`config.mk`:
```
export PLATFORM = sky130hd
export DESIGN_NAME = sprite_anim_ctrl
export DESIGN_NICKNAME = d
export VERILOG_FILES = /design/src/rtl/sprite_anim_ctrl.sv
export SDC_FILE = /design/constraint.sdc
export NUM_CORES = 1
export LEC_CHECK = 0
export BUFFER_PORTS_ARGS = -buffer_cell sky130_fd_sc_hd__buf_2
export CAP_MARGIN = 10
export CORE_ASPECT_RATIO = 1.1
export CORE_UTILIZATION = 40
export CTS_CLUSTER_DIAMETER = 100
export DETAILED_ROUTE_END_ITERATION = 8
export PLACE_DENSITY = 0.91
export SLEW_MARGIN = 20
export SYNTH_ARGS = -nofsm -noshare
export SYNTH_HDL_FRONTEND = slang
export SYNTH_SLANG_ARGS = --single-unit
```
`constraint.sdc`:
```
create_clock -name Clk -period 2.7 [get_ports Clk]
set_clock_uncertainty 0.05 [all_clocks]
set_input_delay 0.135 -clock Clk [delete_from_list [all_inputs] [get_ports Clk]]
set_output_delay 0.135 -clock Clk [all_outputs]
set_load 0.01 [all_outputs]
```
`src/rtl/sprite_anim_ctrl.sv`:
```
// Death-animation sequencer for a 32x32 sprite: steps through up to four frame RAMs
// on vsync-rate ticks and produces a key-coloured pixel stream aligned with the RAM read.
module sprite_anim_ctrl #(
    parameter int          FRAMES_PER_STEP = 8,
    parameter int          NUM_FRAMES      = 3,
    parameter logic [23:0] KEY_COLOR       = 24'hfffed2
) (
    input  logic        Clk,
    input  logic        Reset_n,
    input  logic        frame_clk,
    input  logic        start,
    input  logic        clear,
    input  logic [9:0]  DrawX,
    input  logic [9:0]  DrawY,
    input  logic [9:0]  sprite_x,
    input  logic [9:0]  sprite_y,
    input  logic [23:0] ram_data0,
    input  logic [23:0] ram_data1,
    input  logic [23:0] ram_data2,
    input  logic [23:0] ram_data3,
    output logic [18:0] read_address,
    output logic [23:0] rgb_out,
    output logic        pixel_valid,
    output logic        busy,
    output logic        done
);

    localparam int CNT_W = (FRAMES_PER_STEP > 1) ? $clog2(FRAMES_PER_STEP) : 1;

    typedef enum logic [1:0] {
        IDLE = 2'd0,
        PLAY = 2'd1,
        DONE = 2'd2
    } state_t;

    state_t             state;
    logic [1:0]         frame_idx;
    logic [CNT_W-1:0]   tick_cnt;
    logic               frame_clk_q;
    logic               tick;

    logic [9:0]         dx;
    logic [9:0]         dy;
    logic               in_win;
    logic               in_win_d;
    logic               active_d;
    logic [1:0]         sel_d;

    assign tick = frame_clk & ~frame_clk_q;

    always_ff @(posedge Clk or negedge Reset_n) begin
        if (!Reset_n) begin
            frame_clk_q <= 1'b0;
        end else begin
            // NOTE: sequential state uses <= so every register samples pre-edge values.
            frame_clk_q <= frame_clk;
        end
    end

    // busy/done are updated alongside each transition so they decode the registered state.
    always_ff @(posedge Clk or negedge Reset_n) begin
        if (!Reset_n) begin
            state     <= IDLE;
            frame_idx <= 2'd0;
            tick_cnt  <= '0;
            busy      <= 1'b0;
            done      <= 1'b0;
        end else if (clear) begin
            state     <= IDLE;
            frame_idx <= 2'd0;
            tick_cnt  <= '0;
            busy      <= 1'b0;
            done      <= 1'b0;
        end else begin
            case (state)
                IDLE, DONE: begin
                    if (start) begin
                        state     <= PLAY;
                        frame_idx <= 2'd0;
                        tick_cnt  <= '0;
                        busy      <= 1'b1;
                        done      <= 1'b0;
                    end
                end
                PLAY: begin
                    if (tick) begin
                        if (tick_cnt == CNT_W'(FRAMES_PER_STEP - 1)) begin
                            tick_cnt <= '0;
                            if (frame_idx < 2'(NUM_FRAMES - 1)) begin
                                frame_idx <= frame_idx + 2'd1;
                            end else begin
                                state <= DONE;
                                busy  <= 1'b0;
                                done  <= 1'b1;
                            end
                        end else begin
                            tick_cnt <= tick_cnt + CNT_W'(1);
                        end
                    end
                end
                default: begin
                    state <= IDLE;
                    busy  <= 1'b0;
                    done  <= 1'b0;
                end
            endcase
        end
    end

    // Negative offsets wrap to large unsigned values and fall outside the window.
    assign dx     = DrawX - sprite_x;
    assign dy     = DrawY - sprite_y;
    assign in_win = (dx[9:5] == 5'd0) && (dy[9:5] == 5'd0);

    assign read_address = in_win ? {9'b0, dy[4:0], dx[4:0]} : 19'd0;

    always_ff @(posedge Clk or negedge Reset_n) begin
        if (!Reset_n) begin
            in_win_d <= 1'b0;
            active_d <= 1'b0;
            sel_d    <= 2'd0;
        end else begin
            in_win_d <= in_win;
            active_d <= (state != IDLE);
            sel_d    <= frame_idx;
        end
    end

    always_comb begin
        // NOTE: default assignment first so no path leaves rgb_out unassigned (no latch).
        rgb_out = ram_data0;
        case (sel_d)
            2'd1:    rgb_out = ram_data1;
            2'd2:    rgb_out = ram_data2;
            2'd3:    rgb_out = ram_data3;
            default: rgb_out = ram_data0;
        endcase
    end

    assign pixel_valid = in_win_d & active_d & (rgb_out != KEY_COLOR);

endmodule

```
; ---- Word-level counts from Yosys, hierarchy flattened
; Index checks and enable logic that the tools add are counted.
[word_totals]
regBits = 14
output_inout_bits = 46
in_bits = 141
elab_cells = 71
[classes]
bitwise_logic = 4
mux = 31
n_eq_ne = 12
n_lt_le_gt_ge = 1
n_addsub = 4
reduce_logical = 10
[ops]
columns = operator, n
row1 = one-hot mux 24 bit (3 select lines), 1
row2 = "inequality test 24 bit, second input constant", 1
row3 = 2-to-1 mux 2 bit, 10
row4 = subtractor 10 bit, 2
row5 = "inequality test 3 bit, second input constant", 5
row6 = 2-to-1 mux 3 bit, 4
row7 = logical NOT 5 bit, 2
row8 = 2-to-1 mux 1 bit, 10
row9 = 2-to-1 mux 10 bit, 1
row10 = one-hot mux 2 bit (2 select lines), 2
row11 = "equality test 2 bit, second input constant", 3
row12 = one-hot mux 3 bit (2 select lines), 1
row13 = AND reduction 5 bit, 1
row14 = "equality test 2 x 1 -> 1 bit, second input constant", 2
row15 = one-hot mux 1 bit (2 select lines), 2
row16 = AND reduction 4 bit, 1
row17 = "adder 3 x 1 -> 3 bit, second input constant", 1
row18 = AND 1 bit, 3
row19 = "equality test 3 bit, second input constant", 1
row20 = AND reduction 3 bit, 1
row21 = nonzero test 3 bit, 1
row22 = "adder 2 x 1 -> 2 bit, second input constant", 1
row23 = logical NOT 2 bit, 1
row24 = "less-than comparator 2 bit, second input constant", 1
row25 = 4 further kinds, 4

; ---- Longest topological paths before layout
; Gate-level depths: netlist of run 1.
[depth]
word_depth = 6
mapped_depth = 11
ltp_nobuf = 10

; ---- Worst setup path after synthesis of run 1
; No wires, ideal clock.
[synth_timing]
kind = input-to-output
startpoint = input DrawX[0]
endpoint = output read_address[2]
t_required_ns = 2.515
path_buffers = 1
arrival_time_ns = 2.228
stages = 11
path_slack_ns = 0.287
path_cell_list = inv_1 ha_1 inv_1 fa_1 a21o_1 a21oi_1 o221ai_1 xnor2_1 nand4_1 clkbuf_1 nor4_1
[synth_via]
elab_chain_len = 4
[synth_rtl]
columns = item, line_no
row1 = from (decl), 13  ; input logic [9:0] DrawX,
row2 = subtractor 10 bit (*), 111  ; assign dx = DrawX - sprite_x;
row3 = logical NOT 5 bit, 113  ; assign in_win = (dx[9:5] == 5'd0) && (dy[9:5] == 5'd0);
row4 = logical AND 1 bit, 113
row5 = 2-to-1 mux 10 bit (*), 115  ; assign read_address = in_win ? {9'b0, dy[4:0], dx[4:0]} : 19'd0;
row6 = to (decl), 21  ; output logic [18:0] read_address,
; Mark *: on every way between the ends. The rest lies on a longest branch, timed or not.

; ---- Final worst setup path of run 1
[layout_timing]
startpoint = input DrawY[0]
endpoint = output read_address[6]
[layout_via]
elab_chain_len = 4
[layout_rtl]
columns = item, line_no
row1 = from (decl), 14  ; input logic [9:0] DrawY,
row2 = subtractor 10 bit (*), 112  ; assign dy = DrawY - sprite_y;
row3 = logical NOT 5 bit, 113
row4 = logical AND 1 bit, 113
row5 = 2-to-1 mux 10 bit (*), 115
; Marked as above.

==> results.sh, run 1 <==
export IMPL_status="finished with violations"
export IMPL_violations="setup timing"
export IMPL_cts_sinks=13
export IMPL_finalSetupTns_ps=-45.30
export IMPL_grt_pass1_wl_um=11210
export IMPL_rows=28
export IMPL_final_hold_viol_count=0
export IMPL_worstSetupEndpointType="output port"
export IMPL_synth_area_um2=2296
export IMPL_ant_nets=0
export IMPL_io_pins=187
export IMPL_grtUsageTotal=0.2479
export IMPL_yosysTopAreaCell="mux4_1"
export IMPL_power_uw=860.4
export IMPL_port_buffers=177
export IMPL_drc=0
export IMPL_final_cell_mix="buf_2 (177), inv_1 (22), mux4_1 (21), ha_1 (19), a21oi_1 (16)"
export IMPL_combPwrFrac=0.563
export IMPL_antenna_cells=0
export IMPL_grt_max_degree=18
export IMPL_synth_top_cell_area_share=0.2747
export IMPL_crit_path_start_kind="input port"
export IMPL_antenna_found_initial=0
export IMPL_ys_types=43
export IMPL_clockBufferDepth=2
export IMPL_min_period_over_period=1.017
export IMPL_syn_area_per_cell_um2=9.896
export IMPL_seq_power_share=0.236
export IMPL_min_period_ps=2745
export IMPL_cp_max_fo=5
export IMPL_die_h_um=81.46
export IMPL_nNetsFinal=580
export IMPL_crit_arrival_ps=2560
export IMPL_drive_above_1_share=0.5192
export IMPL_max_freq_mhz=364.3
export IMPL_place_congestion=0.8972
export IMPL_dp_hpwl_um=6962
export IMPL_clockRootBuffer="clkbuf_8"
export IMPL_holdPathStages=2
export IMPL_cts_tree="built"
export IMPL_synth_edf_count=0
export IMPL_ir_worst_vdd_mv=0.1517
export IMPL_min_path_type="input port to flop"
export IMPL_wl_per_cell_um=17.27
export IMPL_total_leakage_power_uw=0.001779
export IMPL_power_density_nw_per_um2=248.2
export IMPL_r2r_setup_slack_ps=950
export IMPL_seq_area_frac_synth=0.1417
export IMPL_vias=2717
export IMPL_fin_ws_ps=-45.30
export IMPL_worstSetupPathType="input port to output port"
export IMPL_synth_seq_cells=13
export IMPL_worstReg2RegStart="frame_clk_q$_DFF_PN0_"
export IMPL_layout_commonest_cell="buf_2"
export IMPL_place_area_um2=3221
export IMPL_yosysWarnings=0
export IMPL_synth_area_leaders="mux4_1 (27%), dfrtp_1 (14%), ha_1 (11%), a21oi_1 (3.9%), inv_1 (3.9%)"
export IMPL_cts_made_buffers=3
export IMPL_clockPowerShare=0.200
export IMPL_hold_ws_ps=54.58
export IMPL_synth_ff_type="dfrtp_1"
export IMPL_design_core_area_um2=5465
export IMPL_die_x_um=74.24
export IMPL_clkTransAtPathRegs_ps=50
export IMPL_area_growth_pct=51.01
export IMPL_synth_cells=232
export IMPL_setup_viol=1
export IMPL_r2r_end="tick_cnt[1]$_DFFE_PN0P_"
export IMPL_dieArea_um2=6047
export IMPL_switching_share=0.3782
export IMPL_fin_area_um2=3467
export IMPL_wirelength_um=8481
export IMPL_hold_path_startpoint="clear"
export IMPL_p_sw_uw=325.4
export IMPL_p_int_uw=535.0
export IMPL_ctsHtreeMaxLevel=1
export IMPL_first_global_vias=2499
export IMPL_drt_initial_drc_count=75
export IMPL_maxCapViolations=0
export IMPL_crit_required_ps=2520
export IMPL_start_util=0.4201
export IMPL_synthArstFlopShare=1.000
export IMPL_whs_endpoint="state[1]$_DFFE_PN0P_"
export IMPL_vias_per_cell=5.534
export IMPL_first_pass_iters=4
export IMPL_r2r_cells=6
export IMPL_drv_slew=0
export IMPL_clock_latency_ps=250
export IMPL_overflow=0
-- kinds of logic after synthesis --
| kind of cell | after synthesis | synth area share |
|---|---|---|
| and+or+nand+nor | 63 | 0.1542 |
| xor gates and xnor gates | 14 | 0.05341 |
| adders and majority gates | 22 | 0.1264 |
| other | 1 | 0.001633 |
| AOI/OAI and AO/OA | 50 | 0.1401 |
| muxes | 26 | 0.2834 |
| DFF | 13 | 0.1417 |
| buffers and inverters | 43 | 0.09918 |
-- critical path: stages --
cell	delay, ps
buf_2	100
inv_1	40
ha_1	180
inv_1	70
fa_2	360
a21oi_2	160
o22ai_1	130
o41ai_2	320
nand4_1	260
buf_6	210
nor4_1	380
buf_2	210
-- cell usage after synthesis, types with 3 or more instances --
library cell,count
o21a_1,4
o211ai_1,4
buf_6,4
nor2b_1,4
a22o_1,3
xnor2_1,6
nor2_1,9
nand2_1,12
buf_4,9
o21ai_0,5
inv_1,24
ha_1,20
nor4_1,9
nand3_1,3
clkbuf_1,4
o22ai_1,3
xor2_1,8
nand4_1,7
mux4_1,24
nand2b_1,7
nand4b_1,3
dfrtp_1,13
a21oi_1,18
a31oi_1,4
-- area by class of cell --
type                    instances  area (µm²)
repair buffers                191        1023
multi-input cells             184        1887
well taps                      75       93.84
clock buffers                   3       41.29
inverters                      24       90.09
clock inverters                 1       5.005
fillers                       462        1998
flip-flops and latches         13       326.6
-- state kept, by name, indices dropped and copies added, names as in the netlist --
signal and cells:
done 1, frame_clk_q 1, state 2, sel_d 2, in_win_d 1, active_d 1
frame_idx 2, tick_cnt 3
-- per-layer routing --
layer	global-route usage	wire length, µm	vias to the layer above
li1	-	-	1260
met1	0.2791	3115	1286
met2	0.4709	4370	151
met3	0.04417	794	20
met4	0.07170	200	0
met5	0	0	-
-- what timing repair did --
item,in CTS,in global routing
endpoints found under the setup margin,1,11
hold buffers,2,0
pin swaps,1,11
endpoints found under the hold margin,14,0
cloned,0,1
gates resized for setup,4,27
buffers inserted,0,4
-- per-stage QoR --
stage / worst slack, ps / cells / util
finish: -45.30 / 491 / 0.6344
global route: -166.1 / 491 / 0.6344
CTS: 20.18 / 486 / 0.5996
detailed placement: 22.68 / 480 / 0.5893
global placement: 179.5 / 480 / 0.5893
floorplan: 286.7 / 240 / -
-- how the worst max path moves through the flow --
stage | start | to | slack, ps
final | DrawY[0] | read_address[6] | -50
after CTS | DrawX[0] | read_address[1] | 20
after global placement | DrawY[0] | read_address[4] | 180
after floorplan | DrawX[0] | read_address[2] | 290
after detailed placement | DrawX[0] | read_address[1] | 20
after global routing | DrawY[0] | read_address[6] | -170
-- power by group through the flow --
stage / combinational (µW) / clock [µW] / sequential [µW]
3_3_place_gp: 394 / 0 / 206
3_5_place_dp: 409 / 0 / 207
4_1_cts: 414 / 180 / 203
5_1_grt: 525 / 186 / 204
2_1_floorplan: 243 / 0 / 206
6_report: 485 / 172 / 203
Note: power is estimated with default switching activity, not from simulation.
==> run 2: changes to the inputs <==
--- a/config.mk
+++ b/config.mk
@@ -5,13 +5,14 @@
 export SDC_FILE = /design/constraint.sdc
 export NUM_CORES = 1
 export LEC_CHECK = 0
+export ABC_AREA = 1
 export BUFFER_PORTS_ARGS = -buffer_cell sky130_fd_sc_hd__buf_2
 export CAP_MARGIN = 10
 export CORE_ASPECT_RATIO = 1.1
 export CORE_UTILIZATION = 40
 export CTS_CLUSTER_DIAMETER = 100
 export DETAILED_ROUTE_END_ITERATION = 8
-export PLACE_DENSITY = 0.91
+export PLACE_DENSITY = 0.89
 export SLEW_MARGIN = 20
 export SYNTH_ARGS = -nofsm -noshare
 export SYNTH_HDL_FRONTEND = slang
==> results.sh, run 2 <==
export IMPL_max_freq_mhz=406.0
export IMPL_first_pass_iters=5
export IMPL_syn_area_per_cell_um2=5.394
export IMPL_io_pins=187
export IMPL_clkTransAtPathRegs_ps=60
export IMPL_design_core_area_um2=6156
export IMPL_drc=0
export IMPL_cts_tree="built"
export IMPL_min_path_type="input port to flop"
export IMPL_crit_path_max_incr_delay_ps=440
export IMPL_total_leakage_power_uw=0.002235
export IMPL_worstReg2RegStart="state[0]$_DFFE_PN0P_"
export IMPL_yosysWarnings=0
export IMPL_ctsResizeCount=0
export IMPL_yosysTopAreaCell="nand2_1"
export IMPL_final_hold_viol_count=0
export IMPL_wirelength_um=8252
export IMPL_ys_types=29
export IMPL_clockBufferDepth=2
export IMPL_clockRootBuffer="clkbuf_8"
export IMPL_dp_hpwl_um=6971
export IMPL_relSlewSlack=0.6600
export IMPL_nFillCells=608
export IMPL_synth_cells=469
export IMPL_place_congestion=0.9483
export IMPL_ir_worst_vdd_mv=0.5600
export IMPL_grt_pass1_wl_um=12650
export IMPL_worst_slew_pin_slew_ps=508.8
export IMPL_holdPathStages=3
export IMPL_synth_ff_type="dfrtp_1"
export IMPL_crit_required_ps=2520
export IMPL_crit_arrival_ps=2280
export IMPL_cp_max_fo=23
export IMPL_worstSetupEndpointType="output port"
export IMPL_slowest_stage="nor2_4"
export IMPL_antenna_found_initial=3
export IMPL_cts_made_buffers=3
export IMPL_first_global_vias=3040
export IMPL_wl_per_cell_um=11.41
export IMPL_port_buffers=177
export IMPL_hold_ws_ps=117.2
export IMPL_grtUsageTotal=0.2352
export IMPL_rsz0062_at_grt="no"
export IMPL_area_growth_pct=37.64
export IMPL_hold_path_startpoint="start"
export IMPL_drv_slew=0
export IMPL_maxCapViolations=0
export IMPL_yosysMostFrequentCell="nand2_1"
export IMPL_place_area_um2=3412
export IMPL_synth_area_um2=2530
export IMPL_r2r_setup_slack_ps=1040
export IMPL_layout_commonest_cell="buf_2"
export IMPL_overflow=0
export IMPL_min_period_ps=2463
export IMPL_cts_hold_buffers_added=2
export IMPL_ant_nets=0
export IMPL_synth_top_cell_area_share=0.2448
export IMPL_power_density_nw_per_um2=671.3
export IMPL_whs_endpoint="state[0]$_DFFE_PN0P_"
export IMPL_die_h_um=85.41
export IMPL_drt_initial_drc_count=89
export IMPL_dieArea_um2=6647
export IMPL_final_cell_mix="buf_2 (177), nand2_1 (165), inv_1 (84), nor2_1 (43), nand3_1 (38)"
export IMPL_vias=3478
export IMPL_status="complete, no violations"
export IMPL_seq_area_frac_synth=0.1286
export IMPL_path_common_cell="nand2_1"
export IMPL_largest_reg_flops=3
export IMPL_min_period_over_period=0.9124
export IMPL_synth_area_leaders="nand2_1 (24%), dfrtp_1 (13%), inv_1 (12%), ha_1 (9.9%), nand3_1 (7.5%)"
export IMPL_worstSetupPathType="flop to output port"
export IMPL_r2r_cells=7
export IMPL_top_register="tick_cnt"
export IMPL_synth_edf_count=0
export IMPL_synth_common_cells="nand2_1 (165), inv_1 (84), nor2_1 (43)"
export IMPL_synth_seq_cells=13
export IMPL_die_x_um=77.83
export IMPL_path_cells="inv_2 -> nor2_4 -> nand2_1 -> nand3_1 -> o21ai_0 -> nor2_1 -> nand2_1 -> nor2_1 -> nand3_1 -> nand2_1 -> inv_1 -> buf_2"
export IMPL_fin_area_um2=3482
export IMPL_synthArstFlopShare=1.000
export IMPL_crit_path_start_kind="flop"
export IMPL_drive_above_1_share=0.3042
export IMPL_rows=30
export IMPL_r2r_end="done$_DFFE_PN0P_"
export IMPL_vias_per_cell=4.811
export IMPL_cts_sinks=13
export IMPL_ctsHtreeMaxLevel=1
export IMPL_finalSetupTns_ps=0
export IMPL_start_util=0.4110
export IMPL_nNetsFinal=805
export IMPL_cts_setup_buffers=0
export IMPL_clock_latency_ps=240
export IMPL_setup_viol=0
export IMPL_grt_max_degree=25
-- run 2: cell types whose count changed in the layout (fill, tap and decap cells not counted), moves of 7 or more --
| cell | delta |
|---|---|
| buf_4 | -7 |
| inv_1 | +62 |
| mux4_1 | -21 |
| nand2_1 | +153 |
| nand2b_1 | -7 |
| nand3_1 | +35 |
| nor2_1 | +34 |
| o21ai_0 | +18 |
| o21ai_1 | +7 |
| or2_2 | +8 |
-- run 2: per-layer routing --
layer / vias to the layer above / share of wire / track usage / routed length, µm
met5: - / 0.0019 / 0 / 16
met4: 2 / 0.026 / 0.08405 / 215
met1: 1514 / 0.37 / 0.2436 / 3086
met2: 167 / 0.51 / 0.4521 / 4181
met3: 22 / 0.091 / 0.05914 / 751
li1: 1773 / - / - / -
-- run 2: final cells by class --
cell class	instances	area (µm²)	share of cell area
Antenna cell	2	5.005	0.001437
Inverter	88	330.3	0.09486
Sequential cell	13	325.3	0.09342
Clock buffer	4	45.04	0.01294
Multi-Input combinational cell	357	1770	0.5084
Timing Repair Buffer	179	905.9	0.2602
Tap cell	80	100.1	0.02875
-- run 2: power breakdown --
group	switching, µW	leakage [µW]	internal, µW
logic	1180	0.00205	678
registers	51.7	0.000166	257
clock network	68.8	0.0000228	104
total	1300	0.00223	1040
-- run 2: worst max-delay path, delay by kind of cell (launching register included) --
family / cells / cell delay [ps]
compound gates: 1 / 180
flops: 1 / 410
buf+inv: 3 / 330
simple gates: 8 / 1110
-- run 2: logic make-up (layout without fill, tap and decap cells) --
group,after synthesis,in the layout,share of synthesized area
AND/OR/NAND/NOR,272,272,0.4495
buffers and inverters,107,271,0.1835
AO/OA/AOI/OAI,46,46,0.09446
adder cells (fa/ha/maj),22,22,0.1147
flip-flops,13,13,0.1286
XOR/XNOR,8,8,0.02770
other,1,11,0.001482
-- run 2: worst max-delay path by stage --
stage	from	end	depth (start not counted)
finish	sel_d[1]$_DFF_PN0_	pixel_valid	12
global route	DrawX[0]	read_address[8]	17
CTS	sel_d[1]$_DFF_PN0_	pixel_valid	12
detailed placement	DrawX[0]	read_address[9]	17
global placement	DrawX[0]	read_address[6]	17
floorplan	DrawX[0]	read_address[0]	16
-- run 2: stage by stage --
stage	cells	power, µW	setup slack (ps)	utilization
after floorplan	477	1557	797.3	-
after global placement	715	2120	442.6	0.5543
after global routing	722	2561	79.77	0.5652
after detailed placement	715	2152	360.4	0.5543
final	723	2337	236.6	0.5657
after CTS	721	2334	246.1	0.5648
